[config.mk]
export PLATFORM = sky130hd
export DESIGN_NAME = uart_tx_shifter
export DESIGN_NICKNAME = d
export VERILOG_FILES = /design/src/rtl/uart_tx_pkg.sv /design/src/rtl/uart_bit_timer.sv /design/src/rtl/uart_tx_shifter.sv
export SDC_FILE = /design/constraint.sdc
export NUM_CORES = 1
export LEC_CHECK = 0
export CORE_ASPECT_RATIO = 1.25
export CORE_UTILIZATION = 55
export CTS_CLUSTER_SIZE = 10
export DETAILED_ROUTE_END_ITERATION = 6
export PLACE_DENSITY = 0.82
export SLEW_MARGIN = 5
export SYNTH_ARGS = -nofsm -noshare
export SYNTH_HDL_FRONTEND = slang
export SYNTH_HIERARCHICAL = 1
export SYNTH_SLANG_ARGS = --single-unit
[constraint.sdc]
create_clock -name clk -period 3.6 [get_ports clk]
set_clock_uncertainty 0.1 [all_clocks]
set_input_delay 0.72 -clock clk [delete_from_list [all_inputs] [get_ports clk]]
set_output_delay 0.72 -clock clk [all_outputs]
set_load 0.05 [all_outputs]
[src/rtl/uart_tx_pkg.sv]
// Shared UART TX constants and the data-bit clamp used at frame load.
package UART_tx_pkg;

    localparam int UART_DATA_BITS_MIN = 5;
    localparam int UART_DATA_BITS_MAX = 8;
    localparam int UART_TX_FRAME_W    = 10;
    localparam int UART_BAUD_DIV_MIN  = 2;

    function automatic logic [3:0] clamp_data_bits(input logic [3:0] bits);
        if (bits < 4'(UART_DATA_BITS_MIN)) begin
            return 4'(UART_DATA_BITS_MIN);
        end else if (bits > 4'(UART_DATA_BITS_MAX)) begin
            return 4'(UART_DATA_BITS_MAX);
        end
        return bits;
    endfunction

endpackage

[src/rtl/uart_bit_timer.sv]
// Bit-period counter with a combinational done compare.
// Shared between the TX and RX datapaths.
module uart_bit_timer #(
    parameter int DIV_W = 16
) (
    input  logic             clk,
    input  logic             rst_n,
    input  logic [DIV_W-1:0] div,
    input  logic             wait_bit_en,
    input  logic             wait_bit_rst_n,
    output logic             wait_bit_done
);

    logic [DIV_W-1:0] cnt;

    always_ff @(posedge clk) begin
        if (!rst_n) begin
            cnt <= '0;
        end else if (!wait_bit_rst_n) begin
            cnt <= '0;
        end else if (wait_bit_en && (cnt != '1)) begin
            cnt <= cnt + DIV_W'(1);
        end
    end

    // Done one cycle early: the SHIFT cycle that follows completes the period.
    assign wait_bit_done = wait_bit_en && (cnt == (div - DIV_W'(2)));

endmodule

[src/rtl/uart_tx_shifter.sv]
// UART TX datapath: frame builder, shift register, tx line and bit timer.
module uart_tx_shifter
    import UART_tx_pkg::*;
#(
    parameter int DIV_W   = 16,
    parameter int FRAME_W = UART_TX_FRAME_W
) (
    input  logic             clk,
    input  logic             rst_n,
    input  logic [7:0]       tx_data,
    input  logic [3:0]       data_bits,
    input  logic             parity_en,
    input  logic             parity_odd,
    input  logic [DIV_W-1:0] baud_div,
    input  logic             start_bits,
    input  logic             shift_bits,
    input  logic             wait_bit_en,
    input  logic             wait_bit_rst_n,
    output logic             wait_bit_done,
    output logic             tx
);

    logic [DIV_W-1:0]   shadow_div;
    logic [DIV_W-1:0]   div_clamped;
    logic [3:0]         nbits;
    logic [7:0]         data_mask;
    logic               parity_bit;
    logic [FRAME_W-1:0] data_ext;
    logic [FRAME_W-1:0] frame;
    logic [FRAME_W-1:0] sr;

    // Data width and parity are fully consumed when the frame loads, so the
    // loaded shift register is their shadow; only the divisor needs a register.
    always_comb begin
        nbits       = clamp_data_bits(data_bits);
        div_clamped = (baud_div < DIV_W'(UART_BAUD_DIV_MIN)) ?
                      DIV_W'(UART_BAUD_DIV_MIN) : baud_div;
        data_mask   = 8'hFF >> (4'd8 - nbits);
        parity_bit  = (^(tx_data & data_mask)) ^ parity_odd;
        data_ext    = FRAME_W'(tx_data);
        frame       = '1;
        for (int i = 0; i < FRAME_W; i++) begin
            if (i < int'(nbits)) begin
                frame[i] = data_ext[i];
            end else if (i == int'(nbits)) begin
                frame[i] = parity_en ? parity_bit : 1'b1;
            end
        end
    end

    always_ff @(posedge clk) begin
        if (!rst_n) begin
            sr         <= '1;
            tx         <= 1'b1;
            shadow_div <= DIV_W'(UART_BAUD_DIV_MIN);
        end else if (start_bits) begin
            sr         <= frame;
            tx         <= 1'b0;
            shadow_div <= div_clamped;
        end else if (shift_bits) begin
            tx <= sr[0];
            sr <= {1'b1, sr[FRAME_W-1:1]};
        end
    end

    uart_bit_timer #(
        .DIV_W(DIV_W)
    ) u_bit_timer (
        .clk           (clk),
        .rst_n         (rst_n),
        .div           (shadow_div),
        .wait_bit_en   (wait_bit_en),
        .wait_bit_rst_n(wait_bit_rst_n),
        .wait_bit_done (wait_bit_done)
    );

endmodule
# After elaboration in Yosys (flattened, before gate mapping)
# Cells that the tools add are included.
op_classes:
  n_addsub: 3
  multipliers: 0
  div_mod_pow: 0
  magnitude_cmp: 13
  n_eq_ne: 11
  n_shift: 1
  mux: 31
  bitwise: 2
  n_reduce_logical: 6
ops:
  columns: ["cell", "n"]
  rows:
  - ["$mux 1", 25]
  - ["$eq 4x4->1 const A", 6]
  - ["$mux 10", 2]
  - ["$add 16x1->16 const B", 1]
  - ["$eq 16x16->1", 1]
  - ["$lt 16x2->1 const B", 1]
  - ["$lt 3x4->1 const A", 4]
  - ["$mux 16", 1]
  - ["$ne 16x16->1 const B", 1]
  - ["$sub 16x2->16 const B", 1]
  - ["$mux 4", 3]
  - ["$and 8x8->8", 1]
  - ["$eq 3x4->1 const A", 2]
  - ["$lt 1x4->1 const A", 2]
  - ["$lt 2x4->1 const A", 2]
  - ["$lt 4x4->1 const A", 2]
  - ["$reduce_xor 8->1", 1]
  - ["$shr 8x4->8 const A", 1]
  - ["$eq 2x4->1 const A", 1]
  - ["$gt 4x4->1 const B", 1]
  - ["$logic_not 4->1", 1]
  - ["$lt 4x3->1 const B", 1]
  - ["$sub 4x4->4 const A", 1]
  - ["$logic_and 1x1->1", 2]
  - ["other kinds (3)", 3]
totals:
  regBits: 43
  latchBits: 0
  ram_bits: 0
  romBits: 0
  out_inout_bits: 2
  mem_count: 0

# Longest topological paths before layout
# Gate-level depths: netlist of run 1.
logic_depth:
  ltp_word: 13
  ltp_mapped: 12
  ltp_nobuf: 12

# By module
# Netlist of run 1, hierarchy kept.
by_module_without_submodules:
  columns: ["mod", "n_inst", "cells_per_inst", "area_per_inst_um2"]
  rows:
  - ["uart_tx_shifter", 1, 166, 1531.5]
  - ["uart_bit_timer", 1, 172, 1326.3]

# Least setup slack after synthesis of run 1
# OpenSTA, ideal clock, no wires.
synth_path:
  path_type: "reg2out"
  from: "reg shadow_div[4]"
  to: "out wait_bit_done"
  arrival_ns: 2.446
  required_ns: 2.780
  slack_ns: 0.334
  path_stages_with_launch: 7
  cell_sequence: "dfxtp_1 or4_4 or4_1 a21o_1 a32oi_1 nand4_1 nor3_2"
synth_between:
  elab_chain_cells: 3
synth_lines:
  columns: ["item", "line_no", "source"]
  rows:
  - ["start: declaration", "uart_tx_shifter.sv:23", "logic [DIV_W-1:0] shadow_div;"]
  - ["start signal: assignment", "uart_tx_shifter.sv:55", "shadow_div <= DIV_W'(UART_BAUD_DIV_MIN);"]
  - ["start signal: assignment", "uart_tx_shifter.sv:59", "shadow_div <= div_clamped;"]
  - ["$sub 16x2->16", "uart_bit_timer.sv:27", "assign wait_bit_done = wait_bit_en && (cnt == (div - DIV_W'(2)));"]
  - ["$eq 16x16->1", "uart_bit_timer.sv:27", null]
  - ["$logic_and 1x1->1", "uart_bit_timer.sv:27", null]
  - ["end: declaration", "uart_tx_shifter.sv:19", "output logic wait_bit_done,"]
# No other way between the ends.

# Final worst setup path of run 1
# Same ends and word-level chain as after synthesis.

==> run_results.csv, run 1 <==
group,metric,value,unit
synthesis,yosys_most_used_dff,"dfxtp_1",
job,maxCapViolations,0,
synthesis,synth.distinct_cells,57,
sta,finalHoldViolations,0,
global_routing,grt-ovfl-total,0,
cts,holdBufCountCts,0,
final_layout,layout_common_cells,"dfxtp_1, clkdlybuf4s50_1, nor2_1",
cts,cts_buffer_depth,2,
pwr,switching_share,28.6,%
final_layout,stdcell_count,431,
min_path,min_to,"sr[9]$_SDFFE_PN1P_",
pwr,p_comb_share,22.7,%
pwr,p_int,0.759,mW
critical_path,critical_path_class,"reg2out",
synthesis,synthArstFlopShare,0,%
synthesis,syn_nets,380,
final_layout,finalInstanceArea,0.00333,mm2
pwr,seqPwrFrac,48.5,%
final_layout,nets,412,
cts,worstSkewPairLatency,0.30,ns
final_layout,syn_to_final_growth,16.6,%
placement,dpl_cell_area,0.00324,mm2
synthesis,ys_seq_elements,43,
global_routing,antenna_found_initial,0,
synthesis,ys_seq_area_share,30.1,%
pwr,power.switching,0.304,mW
sta,slew-limit-headroom,57.7,%
critical_path,reg2reg_from,"u_bit_timer/cnt[9]$_SDFFE_PN0P_",
pwr,clkPwrFrac,28.8,%
sta,period_minus_slack,3.47,ns
min_path,hp-class,"reg2reg",
global_routing,grt_pass1_vias,2184,
critical_path,slowest_delay,0.57,ns
global_routing,grt_pass1_wl,9.61,mm
synthesis,synth_top_area_share,30.1,%
synthesis,yosysTopAreaCell,"dfxtp_1",
floorplanning,start_util,58.7,%
sta,rsz0062_at_grt,"false",
placement,place_congestion,0.903,
cts,cts_max_level,2,
final_layout,diodes,0,
placement,place_inst,423,
critical_path,reg2reg_to,"u_bit_timer/cnt[6]$_SDFFE_PN0P_",
synthesis,yosys_warnings,6,
critical_path,startpoint_type,"flip-flop",
placement,portBuffers,37,
synthesis,avgSynthCellArea,8.45,um2
floorplanning,core_area,0.00487,mm2
cts,cts-root-buf,"clkbuf_8",
sta,tightest_slew,0.628,ns
final_layout,utilization,68.4,%
synthesis,syn_inst,338,
detailed_routing,drt-initial-drc-count,119,
pwr,power,1.06,mW
sta,tns,0,ns
cts,clock-sinks,43,
critical_path,required,2.78,ns
sta,setup_viol,0,
critical_path,crit_fanout,7,
cts,clk_pin_slew,0.09,ns
cts,tritoncts,"yes",
critical_path,r2r_slack,1.35,ns
floorplanning,die_w,66.5,um
cts,post-cts-setup-buffers,0,
floorplanning,io_pins,38,
synthesis,synth_area_leaders,"dfxtp_1, mux2i_1, xnor2_1",
placement,dp_hpwl,4.68,mm
floorplanning,die_area,0.00549,mm2
floorplanning,rows,28,
global_routing,grt_max_degree,32,
sta,max_freq,288,MHz
min_path,worstHoldStart,"sr[9]$_SDFFE_PN1P_",
final_layout,layout_commonest_cell,"dfxtp_1",
detailed_routing,final_antenna_net_count,0,
critical_path,crit_family,"simple AND/OR/NAND/NOR gates",
detailed_routing,drc,0,
critical_path,critical_path.endpoint_type,"output port",
synthesis,synth_area,0.00286,mm2
cts,cts_made_buffers,5,
cts,ctsResizeCount,0,
sta,post-route-period-util,96.4,%
pwr,powerDensity,319,mW/mm2
status,status,"complete, no violations",
critical_path,path_cells,"or4_4 -> or4_1 -> a21o_1 -> a32oi_1 -> nand4_1 -> nor3_2 -> buf_12",
floorplanning,chipHeight,82.6,um
detailed_routing,drt_wl_total,5.96,mm
sta,drv_slew,0,
final_layout,drive_gt1_share,8.36,%
critical_path,worst-endpoint-arrival,2.65,ns
critical_path,reg2reg_depth,6,
synthesis,synth_edf_count,0,
min_path,whs_path_depth,1,
global_routing,grt_use_total,22.7,%
pwr,ir_drop,0.200,mV
critical_path,cp_slowest_cell,"or4_4",
detailed_routing,vias_per_cell,5.76,
detailed_routing,vias,2483,
detailed_routing,wl_per_cell,13.8,um
pwr,p_leak,1.24,nW
detailed_routing,dr.pass1.iters,4,
critical_path,crit_buf_inv,1,
-- through the flow --
step / hold WS [ns] / setup slack (ns)
5_1_grt: 0.431 / 0.0363
3_3_place_gp: 0.366 / 0.275
4_1_cts: 0.394 / 0.120
6_report: 0.390 / 0.129
3_5_place_dp: 0.375 / 0.226
2_1_floorplan: 0.351 / 0.334
-- how the worst max path moves through the flow --
| stage | start | endpoint | slack (ns) | depth (start not counted) |
|---|---|---|---|---|
| after detailed placement | data_bits[2] | sr[8]$_SDFFE_PN1P_ | 0.23 | 13 |
| after floorplan | shadow_div[4]$_SDFFE_PN0P_ | wait_bit_done | 0.33 | 6 |
| after global routing | shadow_div[4]$_SDFFE_PN0P_ | wait_bit_done | 0.04 | 7 |
| final | shadow_div[4]$_SDFFE_PN0P_ | wait_bit_done | 0.13 | 7 |
| after global placement | data_bits[2] | sr[8]$_SDFFE_PN1P_ | 0.28 | 13 |
| after CTS | shadow_div[4]$_SDFFE_PN0P_ | wait_bit_done | 0.12 | 7 |
-- logic make-up after synthesis --
group,Yosys count,synth area share (%)
xor+xnor,41,13.1
compound gates,57,13.2
simple gates,135,25.4
buf+inv,27,5.30
fa+ha+maj,7,2.98
flops,43,30.1
mux,28,9.98
-- cells in the mapped netlist, types with 3 or more instances --
master and count:
buf_1 3, nor2b_1 15, mux2_2 4, o21bai_1 3, mux2i_1 24, nor3_1 10, o21ai_0 12, clkbuf_1 8
a21oi_1 18, nor4_1 7, nand3_1 13, nand3b_1 4, nor2_1 34, nand2_1 16, xnor2_1 21, nand2b_1 5
inv_1 9, ha_1 6, buf_6 3, xor2_1 19, dfxtp_1 43, nand4_1 15
-- flip-flops by register name (all words and copies together), names as in the netlist --
signal           cells
u_bit_timer/cnt     16
sr                  10
shadow_div          16
tx                   1
-- cell type report --
type / count / area [um2]
Multi-Input combinational cell: 268 / 1850
Fill cell: 416 / 1540
Clock inverter: 3 / 20.0
Inverter: 9 / 33.8
Tap cell: 60 / 75.1
Clock buffer: 5 / 68.8
Timing Repair Buffer: 43 / 425
Sequential cell: 43 / 861
-- per-layer routing --
layer | up-vias | track usage [%] | wire, um
met3 | 10 | 3.71 | 204
met1 | 1150 | 24.4 | 2480
met2 | 54 | 43.4 | 3160
met4 | 0 | 9.36 | 112
met5 | - | 0 | 0
li1 | 1269 | - | -
-- power by group through the flow --
stage	Sequential [mW]	Clock [mW]	Combinational [mW]
final	0.516	0.306	0.241
after global routing	0.519	0.340	0.263
after CTS	0.516	0.310	0.241
after detailed placement	0.527	0	0.240
after global placement	0.526	0	0.234
after floorplan	0.523	0	0.163
(Power assumes the default switching activity.)
==> run 2, diff against run 1 <==
--- a/config.mk
+++ b/config.mk
@@ -6,6 +6,7 @@
 export NUM_CORES = 1
 export LEC_CHECK = 0
 export CORE_ASPECT_RATIO = 1.25
+export CORE_MARGIN = 3
 export CORE_UTILIZATION = 55
 export CTS_CLUSTER_SIZE = 10
 export DETAILED_ROUTE_END_ITERATION = 6
==> run 2 against run 1 <==
Utilization up 0.85 points. Wire length rose by 6.3%. First-iteration DRC count is 7.6% lower. Largest power group unchanged. Global-route usage down 1.2 points. Worst setup slack improved by 0.010 ns. Critical path depth is the same. Maximum frequency grew 0.29%. Sequential power hardly changed. Sequential share of layout area is 0.32 points lower. Total power grew 7.9%. Combinational power is 2% higher. Final area grew 1.2%.
==> run_results.csv, run 2 (synthesized netlist as in run 1, its figures left out) <==
group,metric,value,unit
status,status,"complete, no violations",
final_layout,syn_to_final_growth,18.0,%
sta,period_minus_slack,3.46,ns
final_layout,layout_commonest_cell,"dfxtp_1",
critical_path,reg2reg_to,"u_bit_timer/cnt[6]$_SDFFE_PN0P_",
pwr,p_int,0.849,mW
sta,finalHoldViolations,0,
final_layout,layout_common_cells,"dfxtp_1, clkdlybuf4s50_1, nor2_1",
critical_path,required,2.78,ns
sta,setup_viol,0,
global_routing,antenna_found_initial,0,
global_routing,grt_max_degree,32,
cts,tritoncts,"yes",
job,maxCapViolations,0,
min_path,worstHoldStart,"shadow_div[0]$_SDFFE_PN0P_",
detailed_routing,dr.pass1.iters,4,
cts,clock-sinks,43,
floorplanning,io_pins,38,
critical_path,reg2reg_depth,6,
critical_path,crit_buf_inv,1,
pwr,clkPwrFrac,33.7,%
global_routing,grt_pass1_vias,2459,
detailed_routing,drt-initial-drc-count,110,
sta,slew-limit-headroom,55.6,%
critical_path,path_cells,"or4_4 -> or4_1 -> a21o_1 -> a32oi_1 -> nand4_1 -> nor3_2 -> buf_12",
critical_path,startpoint_type,"flip-flop",
floorplanning,chipHeight,86.6,um
final_layout,diodes,0,
pwr,power.switching,0.297,mW
floorplanning,die_w,70.5,um
detailed_routing,vias,2492,
critical_path,critical_path_class,"reg2out",
final_layout,drive_gt1_share,8.58,%
cts,cts_made_buffers,5,
detailed_routing,wl_per_cell,14.6,um
critical_path,cp_slowest_cell,"or4_4",
sta,rsz0062_at_grt,"false",
cts,clk_pin_slew,0.08,ns
floorplanning,rows,28,
pwr,p_leak,1.27,nW
critical_path,critical_path.endpoint_type,"output port",
cts,worstSkewPairLatency,0.29,ns
pwr,powerDensity,340,mW/mm2
sta,tns,0,ns
placement,dp_hpwl,4.87,mm
sta,max_freq,289,MHz
critical_path,crit_fanout,7,
critical_path,crit_family,"simple AND/OR/NAND/NOR gates",
placement,place_congestion,0.812,
detailed_routing,met2_length,3.49,mm
detailed_routing,vias_per_cell,5.76,
placement,portBuffers,37,
sta,tightest_slew,0.658,ns
pwr,p_comb_share,21.4,%
floorplanning,core_area,0.00487,mm2
global_routing,grt_pass1_wl,10.7,mm
cts,post-cts-setup-buffers,0,
critical_path,slowest_delay,0.56,ns
placement,dpl_cell_area,0.00326,mm2
detailed_routing,wl_met1,2.52,mm
cts,cts_max_level,2,
cts,ctsResizeCount,0,
cts,holdBufCountCts,0,
critical_path,worst-endpoint-arrival,2.64,ns
global_routing,grt_use_total,21.5,%
detailed_routing,drt_wl_total,6.34,mm
pwr,ir_drop,0.192,mV
sta,drv_slew,0,
critical_path,reg2reg_from,"u_bit_timer/cnt[9]$_SDFFE_PN0P_",
final_layout,nets,414,
sta,post-route-period-util,96.1,%
detailed_routing,highest_layer,"met4",
detailed_routing,drc,0,
final_layout,reg.largest.list,"shadow_div: 16 flops, u_bit_timer/cnt: 16 flops, sr: 10 flops",
floorplanning,die_area,0.00610,mm2
detailed_routing,wl_met3,199,um
final_layout,n_fill_cell,398,
pwr,seqPwrFrac,44.9,%
final_layout,finalInstanceArea,0.00337,mm2
critical_path,r2r_slack,1.37,ns
pwr,switching_share,25.9,%
min_path,whs_path_depth,2,
cts,cts_buffer_depth,2,
global_routing,grt-ovfl-total,0,
min_path,hp-class,"reg2reg",
floorplanning,start_util,58.7,%
detailed_routing,final_antenna_net_count,0,
cts,cts-root-buf,"clkbuf_8",
min_path,min_to,"shadow_div[0]$_SDFFE_PN0P_",
run 2: cell count changes in the layout (fill, tap and decap cells not counted), sizes merged:
cell / before / now
buf: 7 / 9
clkinvlp: 2 / 0
bufinv: 0 / 1
clkbuf: 5 / 6
run 2: power groups by stage:
stage	clock network, mW	registers [mW]	logic, mW
global placement	0	0.526	0.238
floorplan	0	0.523	0.163
CTS	0.395	0.515	0.245
global route	0.409	0.519	0.270
finish	0.386	0.515	0.245
detailed placement	0	0.526	0.244
run 2: metrics by stage:
step           util [%]  hold WS (ns)  instances  power [mW]  setup slack, ns
2_1_floorplan         -         0.351        338       0.687            0.334
3_3_place_gp       66.9         0.399        425       0.763            0.295
3_5_place_dp       66.9         0.404        425       0.770            0.195
4_1_cts            69.3         0.415        433        1.16            0.111
5_1_grt            69.3         0.443        433        1.20           0.0177
6_report           69.3         0.409        433        1.15            0.139
run 2: area by class of cell:
cell class	instances	area [um2]	area share (%)
Inverter	9	33.8	1.00
Timing Repair Buffer	45	440	13.1
Clock buffer	6	82.6	2.45
Multi-Input combinational cell	268	1850	54.7
Sequential cell	43	861	25.5
Tap cell	60	75.1	2.23
Clock inverter	2	35.0	1.04
run 2: worst register-to-register path, cell delays in order, from the launching register on:
cell and delay [ns]:
dfxtp_1 0.55, nand4_1 0.25, o41ai_2 0.72, nor2_1 0.17
nand3_1 0.14, xor2_1 0.14, nor2_1 0.05
run 2: metal layers:
metal / global-route usage, % / vias up
li1: - / 1273
met1: 23.2 / 1157
met2: 41.1 / 52
met3: 3.13 / 10
met4: 9.41 / 0
met5: 0 / -
run 2: worst max path at each step:
| stage | slack, ns | startpoint | cells after the start | endpoint |
|---|---|---|---|---|
| 4_1_cts | 0.11 | shadow_div[4]$_SDFFE_PN0P_ | 7 | wait_bit_done |
| 2_1_floorplan | 0.33 | shadow_div[4]$_SDFFE_PN0P_ | 6 | wait_bit_done |
| 3_5_place_dp | 0.19 | data_bits[2] | 13 | sr[5]$_SDFFE_PN1P_ |
| 3_3_place_gp | 0.30 | data_bits[2] | 13 | sr[5]$_SDFFE_PN1P_ |
| 5_1_grt | 0.02 | shadow_div[4]$_SDFFE_PN0P_ | 7 | wait_bit_done |
| 6_report | 0.14 | shadow_div[4]$_SDFFE_PN0P_ | 7 | wait_bit_done |
